**src/rtl/food_disp_pkg.sv**
```systemverilog
// Shared types and constants for the pet-food dispenser controller.
package food_disp_pkg;

  localparam int WEIGHT_W = 7;

  typedef enum logic [2:0] {
    ST_INIT,
    ST_IDLE,
    ST_REFILL,
    ST_FEED,
    ST_WARN,
    ST_PLAY_DISPENSE,
    ST_PLAY_WAIT,
    ST_PLAY_FAIL
  } state_t;

  // Moore output bundle decoded from the current state.
  typedef struct packed {
    logic food_gate;
    logic warning;
    logic play_flag;
    logic fail_flag;
  } outs_t;

endpackage

```
**src/rtl/play_quota_counter.sv**
```systemverilog
// Daily play-treat counter: saturating increment, day-rollover clear, quota flag.
module play_quota_counter #(
  parameter int MAX_PLAYS = 3,
  parameter int CNT_W     = $clog2(MAX_PLAYS + 1)
) (
  input  logic             clk,
  input  logic             reset,
  input  logic             inc,
  input  logic             newday,
  output logic [CNT_W-1:0] play_count,
  output logic             quota_ok
);

  localparam logic [CNT_W-1:0] MAX_VAL = CNT_W'(MAX_PLAYS);

  // Count granted plays; a day rollover wins over a same-cycle increment.
  // NOTE: state registers use non-blocking assignments so every flop samples pre-edge values.
  always_ff @(posedge clk or posedge reset) begin
    if (reset) begin
      play_count <= '0;
    end else if (newday) begin
      play_count <= '0;
    end else if (inc && (play_count < MAX_VAL)) begin
      play_count <= play_count + 1'b1;
    end
  end

  assign quota_ok = (play_count < MAX_VAL);

endmodule

```
**src/rtl/food_dispenser_fsm.sv**
```systemverilog
// Automatic pet-food dispenser controller: scheduled meals, quota-limited play
// treats and refill lockout, with Moore outputs decoded from the state.
module food_dispenser_fsm
  import food_disp_pkg::*;
#(
  parameter int MAX_PLAYS    = 3,
  parameter int TREAT_WEIGHT = 1,
  parameter int PLAY_TIMEOUT = 64
) (
  input  logic                clk,
  input  logic                reset,
  input  logic                timesup,
  input  logic [WEIGHT_W-1:0] food_weight,
  input  logic [WEIGHT_W-1:0] set_food_weight,
  input  logic                refill_detector,
  input  logic                cap_detector,
  input  logic                play_function_pedal,
  input  logic                initialize_flag,
  input  logic                newday,
  output logic                food_gate,
  output logic                warning,
  output logic                play_function_flag,
  output logic                play_function_fail_flag
);

  localparam int CNT_W = $clog2(MAX_PLAYS + 1);
  localparam int TMR_W = $clog2(PLAY_TIMEOUT + 1);

  localparam logic [WEIGHT_W-1:0] TREAT_VAL   = WEIGHT_W'(TREAT_WEIGHT);
  localparam logic [TMR_W-1:0]    TIMEOUT_VAL = TMR_W'(PLAY_TIMEOUT);

  state_t              state;
  state_t              state_next;
  outs_t               outs;
  logic [WEIGHT_W-1:0] target;
  logic [TMR_W-1:0]    timer;
  logic                load_timer;
  logic                play_inc;
  logic [CNT_W-1:0]    play_count;
  logic                quota_ok;
  logic                bowl_empty;

  assign bowl_empty = (food_weight == '0);

  play_quota_counter #(
    .MAX_PLAYS (MAX_PLAYS),
    .CNT_W     (CNT_W)
  ) u_quota (
    .clk        (clk),
    .reset      (reset),
    .inc        (play_inc),
    .newday     (newday),
    .play_count (play_count),
    .quota_ok   (quota_ok)
  );

  // State register; reset forces INIT so every output drops at once.
  always_ff @(posedge clk or posedge reset) begin
    if (reset) begin
      state <= ST_INIT;
    end else begin
      state <= state_next;
    end
  end

  // Meal target captured when the user finishes configuration.
  always_ff @(posedge clk or posedge reset) begin
    if (reset) begin
      target <= '0;
    end else if ((state == ST_INIT) && initialize_flag) begin
      target <= set_food_weight;
    end
  end

  // Cycles spent waiting for a treat to be eaten; holds 1 in the first wait cycle.
  always_ff @(posedge clk or posedge reset) begin
    if (reset) begin
      timer <= '0;
    end else if (load_timer) begin
      timer <= TMR_W'(1);
    end else if ((state == ST_PLAY_WAIT) && (timer != TIMEOUT_VAL)) begin
      timer <= timer + 1'b1;
    end
  end

  // Next-state selection and Moore output decode.
  // NOTE: every signal gets a default first so no path leaves one unassigned and infers a latch.
  always_comb begin
    state_next = state;
    load_timer = 1'b0;
    play_inc   = 1'b0;
    outs       = '0;
    unique case (state)
      ST_INIT: begin
        if (initialize_flag) state_next = ST_IDLE;
      end
      ST_IDLE: begin
        if (refill_detector) begin
          state_next = ST_REFILL;
        end else if (timesup) begin
          state_next = bowl_empty ? ST_FEED : ST_WARN;
        end else if (play_function_pedal) begin
          if (quota_ok && bowl_empty) begin
            state_next = ST_PLAY_DISPENSE;
            play_inc   = 1'b1;
          end else begin
            state_next = ST_PLAY_FAIL;
          end
        end
      end
      ST_REFILL: begin
        if (!refill_detector && !cap_detector) state_next = ST_IDLE;
      end
      ST_FEED: begin
        outs.food_gate = 1'b1;
        if (food_weight >= target) state_next = ST_IDLE;
      end
      ST_WARN: begin
        outs.warning = 1'b1;
        if (bowl_empty) state_next = ST_IDLE;
      end
      ST_PLAY_DISPENSE: begin
        outs.food_gate = 1'b1;
        outs.play_flag = 1'b1;
        if (food_weight >= TREAT_VAL) begin
          state_next = ST_PLAY_WAIT;
          load_timer = 1'b1;
        end
      end
      ST_PLAY_WAIT: begin
        outs.play_flag = 1'b1;
        if (bowl_empty || (timer >= TIMEOUT_VAL)) state_next = ST_IDLE;
      end
      ST_PLAY_FAIL: begin
        outs.fail_flag = 1'b1;
        if (!play_function_pedal) state_next = ST_IDLE;
      end
      default: state_next = ST_INIT;
    endcase
  end

  assign food_gate               = outs.food_gate;
  assign warning                 = outs.warning;
  assign play_function_flag      = outs.play_flag;
  assign play_function_fail_flag = outs.fail_flag;

  // The quota counter must never run past its ceiling.
  a_count_bounded: assert property (@(posedge clk) disable iff (reset)
    play_count <= CNT_W'(MAX_PLAYS));

endmodule

```
**config.mk**
```make
export PLATFORM = sky130hd
export DESIGN_NAME = food_dispenser_fsm
export DESIGN_NICKNAME = d
export VERILOG_FILES = /design/src/rtl/food_disp_pkg.sv /design/src/rtl/play_quota_counter.sv /design/src/rtl/food_dispenser_fsm.sv
export SDC_FILE = /design/constraint.sdc
export NUM_CORES = 1
export LEC_CHECK = 0
export ABC_AREA = 1
export CAP_MARGIN = 20
export CORE_UTILIZATION = 35
export CTS_BUF_LIST = sky130_fd_sc_hd__clkbuf_8
export CTS_CLUSTER_SIZE = 20
export DETAILED_ROUTE_END_ITERATION = 8
export GPL_TIMING_DRIVEN = 0
export PLACE_DENSITY_LB_ADDON = 0.2
export SLEW_MARGIN = 20
export SYNTH_ARGS = -nofsm -noshare
export SYNTH_HDL_FRONTEND = slang
export SYNTH_SLANG_ARGS = --single-unit
```
**constraint.sdc**
```tcl
create_clock -name clk -period 1.95 [get_ports clk]
set_input_delay 0.4875 -clock clk [delete_from_list [all_inputs] [get_ports clk]]
set_output_delay 0.4875 -clock clk [all_outputs]
set_load 0.005 [all_outputs]
```
* Yosys cells after proc, flatten, opt, wreduce, memory -nomap -nowiden *
Index checks and enable logic that the tools add are counted.

storage, ports and cells
  memory bits (read-only) = 0
  bits in registers = 19
  word-level logic and storage cells = 69
  input bits = 22
  memories kept = 0
  output and inout port bits = 4
  RAM bits = 0
  latch bits = 0

operators by class
  reductions and logical operators = 15
  div/mod/pow operators = 0
  multipliers = 0
  bitwise operators = 0
  muxes and demuxes = 28
  shifts and indexed selects = 0
  add/subtract/negate cells = 2
  equal/unequal tests = 16
  $lt $le $gt $ge = 4

operators by type and width
  kind                 count
  $mux 3               11
  $pmux 3 s8           1
  $mux 7               2
  $eq 3x3->1 const B   4
  $ne 2x2->1 const B   6
  $mux 1               11
  $reduce_and 8->1     1
  $add 7x1->7 const B  1
  $ge 7x1->1 const B   1
  $ge 7x7->1           1
  $ge 7x7->1 const B   1
  $logic_not 7->1      1
  $ne 7x7->1 const B   1
  $eq 3x2->1 const B   2
  $mux 2               3
  $logic_and 1x1->1    5
  $ne 4x4->1 const B   1
  $reduce_bool 2->1    2
  $reduce_or 2->1      2
  $eq 3x1->1 const B   1
  $logic_not 3->1      1
  $add 2x1->2 const B  1
  $logic_not 1->1      2
  $lt 2x2->1 const B   1
  other kinds (2)      2

* Depth between registers and ports, before layout *
  word-level depth = 10
  depth in mapped cells = 12
  depth with buffers taken out = 12

* Modules after synthesis *
Synthesis repeated with hierarchy kept, for this count alone.

second synthesis, totals
  cell total of the unflattened synthesis = 193
  area total of the unflattened synthesis = 1406.3 µm²

by module, submodules not included
  module              area an instance (µm²)  cells each  instances
  food_dispenser_fsm  1296.2                  179         1
  play_quota_counter  110.1                   14          1

* Worst setup path before layout *
Ideal clock, no wire load.

  path type = register to output
  start = register state[0]
  end = output play_function_flag
  path slack = 0.437 ns
  data arrival time = 1.025 ns
  stages on the path, launching flop included = 7
  buffers on the path = 1
  cell sequence = dfrtp_1 buf_4 inv_1 nor2_4 inv_2 nor2_4 or2_2

between the ends
  word-level cells in the longest chain between the ends = 3

ends and longest elaborated chain
  element                             line                      text
  from (decl)                         food_dispenser_fsm.sv:32  state_t state;
  from (signal assigned)              food_dispenser_fsm.sv:62  state <= state_next;
  $eq 3x3->1                          food_dispenser_fsm.sv:93  unique case (state)
  $reduce_or 2->1 (no source line) *  n/a
  $mux 1 *                            food_dispenser_fsm.sv:93
  to (decl)                           food_dispenser_fsm.sv:22  output logic play_function_flag,

Every way passes the cells marked *; elsewhere a longest branch is shown, timed or not.

* Worst setup path after layout *
Same ends and word-level chain as after synthesis.

==> reports/metrics.yaml <==
status: "completed"
synthTopCellsByCount: "46 x nand2_1, 33 x inv_1, 28 x nor2_1"
io_pins: 26
min_period_over_period_pct: 94.83
overflow: 0
finalClockSkew_ps: 2.027
path_max_fanout: 6
r2r-end: "state[1]$_DFFE_PP0P_"
whs_path_depth: 1
arrival_ps: 1360
syn2layout_area_growth_pct: 30.71
synthArstFlopShare_pct: 100.0
vias: 1262
tightest_slew_ps: 693.6
synth_flop_cell: "dfrtp_1"
hold_violations: 0
yosys-top-cells-area: "dfrtp_1 35%, nand2_1 13%, ha_1 9.2%, inv_1 9.1%, nor2_1 7.7%"
grt_pass1_wl_microns: 4781
path_class: "register to output pin"
yosysMostFrequentCell: "nand2_1"
min_to: "target[0]$_DFFE_PP0P_"
rrSetupSlack_ps: 470
drc: 0
yosysSeqAreaShare_pct: 34.83
fin_nets: 265
drtIter0Drc: 80
reg2reg_depth: 9
cts_htree_levels: 1
reg2reg_from: "state[2]$_DFFE_PP0P_"
grt_max_degree: 20
cp-end-kind: "output pin"
antenna_found_initial: 0
die_height_microns: 64.45
grt_pass1_vias: 1093
cts_buffers: 3
yosysWarnings: 0
setup_viol: 0
synthDistinctLibCells: 25
clock-sinks: 19
root_buffer: "clkbuf_8"
clock_path_buffers: 2
ant_nets: 0
drv_cap: 0
stdcell_area_sq_um: 1784
hold_buffers: 0
p_leak_uw: 0.0009430
antennaDiodeCount: 0
period_minus_slack_ps: 1849
fin_cells: 280
num_rows: 22
relSlewSlack_pct: 53.71
synth-edff-count: 0
dieWidth_microns: 64.45
slew_violations: 0
syn_area_per_cell_sq_um: 6.965
dpl_cell_area_sq_um: 1675
rsz0062_at_grt: "no"
track_usage_pct: 14.99
fin_tns_setup_ps: 0
hold_path.startpoint: "target[0]$_DFFE_PP0P_"
synth_top_area_share_pct: 34.83
syn-num-nets: 228
wl_per_cell_microns: 9.814
firstDrtPassIters: 4
powerDensity_nw_per_um2: 1087
drive_gt1_share_pct: 13.79
holdWs_ps: 517.1
yosysTopAreaCell: "dfrtp_1"
io_buffers: 25
dp.cells: 269
initial_utilization_pct: 37.01
synth_area_sq_um: 1365
startpoint_type: "register"
hpwl_microns: 2114
required_ps: 1460
vdd_ir_drop_max_mv: 0.5216
cts_tree: "done"
gp_congestion: 0.8283
synthCells: 196
min_path_type: "register to register"
fmaxAchievable_mhz: 540.8
wl_microns: 2748
clk_pin_slew_ps: 70
dieArea_sq_um: 4154
insertion_delay_ps: 260
viasPerCell: 4.507
ys_ff_latch: 19
core_area_sq_um: 3689
==> placed cells by master, fill, tap and decap left out <==
master and count:
ha_1 10, a21oi_1 12, clkinv_2 1, dfrtp_1 18, nand4_1 3, buf_4 7, o211ai_1 1, clkbuf_8 3
nor3_1 1, o21ai_2 1, nor2_1 27, nand2_1 46, buf_2 3, nand3b_1 1, dlygate4sd2_1 1, nand2_2 2
clkdlybuf4s50_1 21, a21boi_1 1, o21ai_0 10, buf_6 2, nor2_2 2, inv_4 2, xor2_1 1, inv_2 2
dlymetal6s2s_1 1, or2_2 1, dfrtp_2 1, a211oi_1 1, nor2_4 3, nand3_1 14, inv_1 31, mux2_2 1
nor3_4 1
==> per-layer routing <==
layer  share of wire, %  track usage (%)  vias to the layer above
met3                2.8            1.585                        5
met1                 51            22.11                      547
met2                 44            21.45                       20
li1                   -                -                      690
met4                2.0            7.500                        0
met5                  0                0                        -
==> power by group <==
| part | total (uW) | internal [uW] | leakage (uW) | switching, uW |
|---|---|---|---|---|
| Sequential | 592 | 524 | 0.000234 | 68.5 |
| Clock | 277 | 142 | 0.0000255 | 135 |
| Combinational | 1070 | 462 | 0.000684 | 607 |
==> stage by stage <==
step / worst slack, ps / util [%] / power (uW)
after detailed placement: -105.2 / 45.42 / 1553
final: 100.8 / 48.37 / 1939
after CTS: 9.444 / 47.86 / 1923
after floorplan: 437.2 / - / 1278
after global placement: -110.8 / 45.42 / 1544
after global routing: 7.048 / 48.37 / 2132
==> cell families after synthesis <==
logic type	count (synthesis)	synth area share [%]
AO/OA/AOI/OAI	26	10.36
XOR/XNOR	1	0.6417
multiplexers	1	0.8249
adder cells (fa/ha/maj)	10	9.166
AND/OR/NAND/NOR	101	33.27
flip-flops	19	34.83
buffers and inverters	38	10.91
==> final cells by class <==
class / instances / area [sq um]
clock inverter: 1 / 5.005
multi-input combinational: 139 / 743.2
tap: 48 / 60.06
buffer: 3 / 27.53
inverter: 35 / 136.4
sequential: 19 / 476.7
fill: 400 / 1904
clock buffer: 3 / 41.29
timing repair buffer: 32 / 294.0
==> sequential cells by signal, summed over array words and instances (netlist names) <==
signal	count
state	3
target	7
timer	7
u_quota.play_count	2
==> worst max-delay path: stages (launching register included) <==
cell and delay, ps:
dfrtp_1 370, buf_6 130, inv_4 60, nor2_4 40
inv_2 60, nor2_4 40, or2_2 270, buf_2 130
==> worst max-delay path by stage <==
stage / start / to / slack, ps / cells past startpoint
after detailed placement: food_weight[0] / state[0]$_DFFE_PP0P_ / -110 / 13
after CTS: state[1]$_DFFE_PP0P_ / food_gate / 9 / 7
final: state[0]$_DFFE_PP0P_ / play_function_flag / 100 / 7
after floorplan: state[0]$_DFFE_PP0P_ / play_function_flag / 440 / 6
after global placement: food_weight[0] / state[0]$_DFFE_PP0P_ / -110 / 13
after global routing: food_weight[1] / timer[2]$_DFFE_PP0P_ / 7 / 9
==> what timing repair did <==
item | in CTS | in global routing
setup buffers | 5 | 2
endpoints found under the setup margin | 4 | 4
resized for setup | 14 | 5
pin swaps | 2 | 1
(Power assumes the default switching activity.)
